## src/rtl/mdu_ctrl.sv

```systemverilog
// mdu_ctrl: multiply/divide sequencer for the five-stage pipeline.
// It owns the architectural HI/LO registers. The result is computed when an
// operation is accepted. A down-counter then models the multi-cycle latency
// before HI/LO are committed.
//
// Ports:
//   clk      pipeline clock, rising edge
//   reset    asynchronous active-low reset
//   start    E-stage instruction is an MDU op (qualifies op)
//   op       0 MULT, 1 MULTU, 2 DIV, 3 DIVU, 4 MTHI, 5 MTLO, 6-7 no-op
//   src_a    forwarded rs value
//   src_b    forwarded rt value
//   use_md   E-stage instruction reads or writes HI/LO
//   busy     operation in flight
//   stall_md use_md && busy, combinational, to the hazard unit
//   hi, lo   architectural HI/LO
//
// Build option: define MDU_DIV_EN to include the divider. When it is
// undefined, DIV/DIVU behave as no-ops.

module mdu_ctrl #(
    parameter int unsigned MULT_CYCLES = 5,
    parameter int unsigned DIV_CYCLES  = 10
) (
    input  logic        clk,
    input  logic        reset,
    input  logic        start,
    input  logic [2:0]  op,
    input  logic [31:0] src_a,
    input  logic [31:0] src_b,
    input  logic        use_md,
    output logic        busy,
    output logic        stall_md,
    output logic [31:0] hi,
    output logic [31:0] lo
);

    localparam logic [2:0] OP_MULT  = 3'd0;
    localparam logic [2:0] OP_MULTU = 3'd1;
`ifdef MDU_DIV_EN
    localparam logic [2:0] OP_DIV   = 3'd2;
    localparam logic [2:0] OP_DIVU  = 3'd3;
`endif
    localparam logic [2:0] OP_MTHI  = 3'd4;
    localparam logic [2:0] OP_MTLO  = 3'd5;

    typedef enum logic {IDLE = 1'b0, RUN = 1'b1} state_t;

    state_t      state;
    logic [3:0]  cnt;
    logic [31:0] res_hi;
    logic [31:0] res_lo;

    // Latency to load: op[1] separates divide from multiply.
    logic [3:0]  load_cnt;
    assign load_cnt = op[1] ? 4'(DIV_CYCLES) : 4'(MULT_CYCLES);

    // One 64-bit multiplier: zero- or sign-extend the operands by op[0].
    // The low 64 bits of the product are then correct for both forms.
    logic [63:0] ext_a;
    logic [63:0] ext_b;
    logic [63:0] prod;
    always_comb begin
        ext_a = {(op[0] ? 32'd0 : {32{src_a[31]}}), src_a};
        ext_b = {(op[0] ? 32'd0 : {32{src_b[31]}}), src_b};
        prod  = ext_a * ext_b;
    end

`ifdef MDU_DIV_EN
    // One unsigned divider on operand magnitudes. Signs are restored after.
    // The quotient truncates toward zero. The remainder follows the dividend.
    // 0x80000000 / -1 wraps back to 0x80000000 with a zero remainder.
    logic        a_neg;
    logic        b_neg;
    logic [31:0] mag_a;
    logic [31:0] mag_b;
    logic [31:0] den;
    logic [31:0] uq;
    logic [31:0] ur;
    logic [31:0] div_hi;
    logic [31:0] div_lo;
    always_comb begin
        a_neg  = ~op[0] & src_a[31];
        b_neg  = ~op[0] & src_b[31];
        mag_a  = a_neg ? (~src_a + 32'd1) : src_a;
        mag_b  = b_neg ? (~src_b + 32'd1) : src_b;
        den    = (src_b == 32'd0) ? 32'd1 : mag_b;
        uq     = mag_a / den;
        ur     = mag_a % den;
        div_lo = (a_neg ^ b_neg) ? (~uq + 32'd1) : uq;
        div_hi = a_neg ? (~ur + 32'd1) : ur;
        if (src_b == 32'd0) begin
            div_hi = src_a;
            div_lo = 32'hFFFF_FFFF;
        end
    end
`endif

    // Sequencer and HI/LO ownership.
    always_ff @(posedge clk or negedge reset) begin
        if (!reset) begin
            state  <= IDLE;
            cnt    <= 4'd0;
            res_hi <= 32'd0;
            res_lo <= 32'd0;
            hi     <= 32'd0;
            lo     <= 32'd0;
        end else begin
            case (state)
                IDLE: begin
                    if (start) begin
                        case (op)
                            OP_MULT, OP_MULTU: begin
                                res_hi <= prod[63:32];
                                res_lo <= prod[31:0];
                                cnt    <= load_cnt;
                                state  <= RUN;
                            end
`ifdef MDU_DIV_EN
                            OP_DIV, OP_DIVU: begin
                                res_hi <= div_hi;
                                res_lo <= div_lo;
                                cnt    <= load_cnt;
                                state  <= RUN;
                            end
`endif
                            OP_MTHI: hi <= src_a;
                            OP_MTLO: lo <= src_a;
                            default: ;
                        endcase
                    end
                end
                RUN: begin
                    // A start pulse here is ignored; the hazard unit holds the op.
                    cnt <= cnt - 4'd1;
                    if (cnt == 4'd1) begin
                        hi    <= res_hi;
                        lo    <= res_lo;
                        state <= IDLE;
                    end
                end
                default: state <= IDLE;
            endcase
        end
    end

    assign busy     = (state == RUN);
    assign stall_md = use_md & busy;

endmodule

```

## config.mk

```make
export PLATFORM = sky130hd
export DESIGN_NAME = mdu_ctrl
export DESIGN_NICKNAME = d
export VERILOG_FILES = /design/src/rtl/mdu_ctrl.sv
export SDC_FILE = /design/constraint.sdc
export NUM_CORES = 2
export LEC_CHECK = 0
export BUFFER_PORTS_ARGS = -buffer_cell sky130_fd_sc_hd__buf_2
export CELL_PAD_IN_SITES_DETAIL_PLACEMENT = 1
export CELL_PAD_IN_SITES_GLOBAL_PLACEMENT = 1
export CORE_UTILIZATION = 56
export DETAILED_ROUTE_END_ITERATION = 10
export MAX_ROUTING_LAYER = met4
export PLACE_DENSITY = 0.95
export REMOVE_ABC_BUFFERS = 1
export SKIP_CTS_REPAIR_TIMING = 1
export SLEW_MARGIN = 20
export SYNTH_ARGS = -nofsm -noshare
export SYNTH_HDL_FRONTEND = slang
export SYNTH_SLANG_ARGS = --single-unit
export TNS_END_PERCENT = 5
```

## constraint.sdc

```tcl
create_clock -name clk -period 5 [get_ports clk]
set_input_delay 0.5 -clock clk [delete_from_list [all_inputs] [get_ports clk]]
set_output_delay 0.5 -clock clk [all_outputs]
set_load 0.05 [all_outputs]
```

==> key figures, run 1 <==
Global route
  • Vias in the first global route: ~67000
  • Overall Global Routing Usage: 81.36%
  • First-pass GRT wire length: 526000 um
  • Largest net degree at the start of global routing: 81
  • GRT overflow: 1349

Clock tree
  • CTS buffer count: 17
  • Clock sinks: 133
  • H-tree Lvls: 4
  • Clock Tree Root: clkbuf_16
  • Bufs on Longest Clock Path: 2

Place
  • Pre-CTS WS: -5.383 ns
  • Port Buffers: 136
  • RePlAce Congestion: about 1.1
  • HPWL after DPL: 227400 um

Floorplanning
  • # rows: roughly 110
  • Io pins: 137
  • Initial Util: 56.70%
  • Die Span Y: 309.9 um
  • Die X: 309.9 um

Logic synthesis
  • Yosys warns: 0
  • Cells after synthesis: 5607
  • Seq/Total Area, Yosys: between 6 and 7%
  • Post-synth top flop: dfrtp_1
  • Synth cell types: 70
  • Synth Register Bits: 133
  • Synthesized area: roughly 53000 sq um
  • EDFF count, synth: 0
  • Syn_area_per_cell: 9.466 sq um
  • Ys async rst share: 100.0%

Run status
  • Status: did not finish
  • Failing step: global routing
  • Run Error: [ERROR GRT-0116] Global routing finished with congestion. Check the congestion regions in the DRC Viewer.
## cell usage after synthesis (3+ instances only)
cell      instances  share of area, %
nand3_1          19              0.18
nor4_1            3             0.035
a211oi_1          8              0.11
xnor2_1          81               1.3
nand2_1         644               4.6
dfrtp_1         133               6.3
nor2b_1          40              0.47
nor3_1            7             0.066
ha_1            315               7.4
a211o_1           6             0.099
or3_1             5             0.059
o211ai_1          3             0.042
buf_1             9             0.064
o21a_1            5             0.071
xor2_1           33              0.54
a31oi_1          12              0.14
nor3b_1           5             0.071
nor2_1           74              0.52
a21o_1           45              0.64
o21ai_1           5             0.047
nand2b_1          8             0.094
fa_1           1419                54
nand4_1          17              0.20
clkbuf_1        250               1.8
o21ai_0         118               1.1
o31ai_1           7             0.099
and3_1            8             0.094
and2_1          595               7.0
a41oi_1           4             0.066
inv_1          1505                11
o21bai_1         10              0.14
a21oi_1         159               1.5
a31o_2            4             0.066
buf_6             6              0.13
## routing by layer
| metal | GRT usage, % | overflow |
|---|---|---|
| met5 | - | - |
| met4 | 86.67 | 407 |
| met3 | 62.26 | 10 |
| met2 | 98.43 | 914 |
| met1 | 76.96 | 18 |
## through the flow
stage	TNS [ns]	area [sq um]	cells	hold WS, ns
after floorplan	-165.67	52000	5337	0.2044
after CTS	-225.04	60220	7408	0.1145
after detailed placement	-238.89	59660	7376	0.4742
after global placement	-192.74	59660	7376	0.4590
## cells by family after synthesis
group	synth area share, %
simple gates	13.61
flops	6.271
compound gates	4.583
fa+ha+maj	60.95
buf+inv	12.67
xor+xnor	1.881
mux	0.03772
==> run 2, diff against run 1 <==
--- a/config.mk
+++ b/config.mk
@@ -6,12 +6,9 @@
 export NUM_CORES = 2
 export LEC_CHECK = 0
 export BUFFER_PORTS_ARGS = -buffer_cell sky130_fd_sc_hd__buf_2
-export CELL_PAD_IN_SITES_DETAIL_PLACEMENT = 1
-export CELL_PAD_IN_SITES_GLOBAL_PLACEMENT = 1
-export CORE_UTILIZATION = 56
+export CORE_UTILIZATION = 40
 export DETAILED_ROUTE_END_ITERATION = 10
-export MAX_ROUTING_LAYER = met4
-export PLACE_DENSITY = 0.95
+export PLACE_DENSITY_LB_ADDON = 0.15
 export REMOVE_ABC_BUFFERS = 1
 export SKIP_CTS_REPAIR_TIMING = 1
 export SLEW_MARGIN = 20
==> run 2 against run 1 <==
The flow now finishes, with violations (setup timing). Area after synthesis unchanged. Synthesized cell count unchanged.
==> key figures, run 2 <==
Run status
  • Failing checks: setup timing
  • Status: finished, violations left

Floorplanning
  • Initial Util: about two fifths
  • Die X: 366.3 um
  • Io pins: ~140
  • # rows: 133
  • Die Area: 134100 sq um
  • CORE AREA: 131600 sq um
  • Die Span Y: 366.3 um

Logic synthesis
  • Ys async rst share: 100.0%
  • Top-area cell type share of the netlist area: 53.52%
  • Cells after synthesis: 5607
  • Synthesized area: ~53000 sq um
  • EDFF count, synth: 0
  • Commonest cells in the netlist: inv_1 (1505), fa_1 (1419), nand2_1 (644), and2_1 (595), ha_1 (315)
  • Post-synth top area cell: fa_1
  • Synth cell types: 70
  • Most common cell in the netlist: inv_1
  • Yosys warns: 0
  • Seq/Total Area, Yosys: between 6 and 7%
  • Syn_area_per_cell: about 9.5 sq um
  • Synth Register Bits: 133
  • Post-synth top flop: dfrtp_1
  • Largest cells by area after synthesis: fa_1 (54%), inv_1 (11%), ha_1 (7.4%)

Place
  • RePlAce Congestion: 0.9397
  • Port Buffers: approximately 140
  • Pre-CTS WS: -4.317 ns
  • Placement Cell Area: 60950 sq um
  • HPWL after DPL: 150600 um

Clock tree
  • CTS buffer count: 17
  • Worst skew pair latency: ~0.43 ns
  • Clock Tree Root: clkbuf_16
  • H-tree Lvls: 4
  • CTS tree: yes
  • CTS clk-pin slew, worst paths: 0.07 ns
  • Bufs on Longest Clock Path: 2
  • Clock sinks: 133

STA
  • Slew Limit Fails: 0
  • RSZ-0062 raised after global routing: true
  • Slew margin rel.: between 40% and 50%
  • Setup ws final: -3.553 ns
  • Final Hold Vio Count: 0
  • Post-route minimum period: 8.553 ns
  • Worst clock skew: roughly 0.016 ns
  • Final period util: 171.1%
  • # setup viols final: 57
  • Fmax: 116.9 MHz
  • WHS: 0.1165 ns
  • Slew at the pin with the worst max-slew slack: 0.8472 ns

Finish
  • Commonest non-fill, non-tap cell in the layout: inv_1
  • Fin area: 62580 sq um
  • Commonest cells after routing, fill and taps aside: inv_1 (1490), fa_1 (1371), buf_4 (647), nand2_1 (633), and2_1 (592)
  • Utilization after layout: 47.54%
  • Nets: 8023
  • Layout cells sized above 1: 17.08%
  • Area grow syn2layout: 17.91%

Detailed routing
  • 1st-iter DRT viols: 2031
  • Avg WL per Cell: 20.91 um
  • Vias: 38224
  • Antenna-violating nets left: 0
  • Initial DRT Pass Iterations: 7
  • Vias per Instance: 4.786
  • DRC viols: 0
  • WL final: 167000 um

Worst setup path
  • R2r startpoint: busy
  • CP Capture Type: flop
  • Worst R2R End: lo[21]
  • Register-to-Register Path Depth: 5
  • Reg2Reg Setup Slack: around 2.6 ns
  • CP Class: in2reg
  • Critical Path AT: 8.91 ns
  • Critical-path top delay cell: fa_2
  • CP max stage delay: around 0.67 ns
  • Critical Path Fanout Max: 5
  • Worst setup SP type: input pin
  • Critical Path RT: 5.36 ns

Global route
  • Overall Global Routing Usage: 25.74%
  • First-pass GRT wire length: 260800 um
  • GRT overflow: 0
  • Vias in the first global route: approximately 43000
  • Antenna violations before repair: 13
  • Largest net degree at the start of global routing: 86

Min path
  • Hold Path Class: in2async

Flow run
  • Max capacitance violation total: 0
==> run 2: kinds of logic (layout without fill, tap and decap cells) <==
logic type                 count (synthesis)  count (layout)  share of synthesized area (%)
AOI/OAI and AO/OA                        409             409                          4.583
DFF                                      133             133                          6.271
xor gates and xnor gates                 114             114                          1.881
buffers and inverters                   1775            2399                          12.67
and+or+nand+nor                         1440            1440                          13.61
muxes                                      2               2                        0.03772
other                                      0               1                              0
adders and majority gates               1734            1734                          60.95
==> run 2: final cells by class <==
type | instances | area [sq um]
fill | 12774 | 69050
clock buffer | 17 | 425.4
sequential | 133 | 3332
clock inverter | 15 | 133.9
multi-input combinational | 3699 | 43730
timing repair buffer | 862 | 7109
inverter | 1505 | 5657
tap | 1755 | 2196
antenna | 1 | 2.502
==> run 2: metrics by stage <==
step,instances,setup TNS [ns]
global route,7986,-170.32
floorplan,5337,-165.67
global placement,7945,-196.86
CTS,7979,-174.81
detailed placement,7947,-199.53
finish,7987,-154.62
==> run 2: worst max path at each step <==
| stage | end | from | slack (ns) | cells after the start |
|---|---|---|---|---|
| final | res_hi[31] | src_a[31] | -3.55 | 29 |
| after detailed placement | res_hi[31] | src_a[31] | -4.32 | 30 |
| after floorplan | res_hi[30] | src_a[31] | -4.77 | 27 |
| after CTS | res_hi[31] | src_a[31] | -3.87 | 30 |
| after global routing | res_hi[31] | src_a[31] | -3.77 | 29 |
| after global placement | res_hi[31] | src_a[31] | -4.27 | 30 |
==> run 2: worst max-delay path, delay by kind of cell <==
kind                     cells  cell delay, ns
adder cells (fa/ha/maj)     11            5.73
AO/OA/AOI/OAI                6            1.56
buffers and inverters        9            0.74
AND/OR/NAND/NOR              3            0.36
==> run 2: per-layer routing <==
layer | share of wire (%) | track usage (%) | wire length [um]
met1 | 45 | 35.93 | 74680
met5 | 0.0078 | 0 | 13
met4 | 2.1 | 4.434 | 3454
met2 | 49 | 44.12 | 81580
met3 | 4.4 | 2.266 | 7271
Power of run 2 is not shown: default switching activity piles up to over one toggle a cycle in this logic, so the estimate is an artifact.
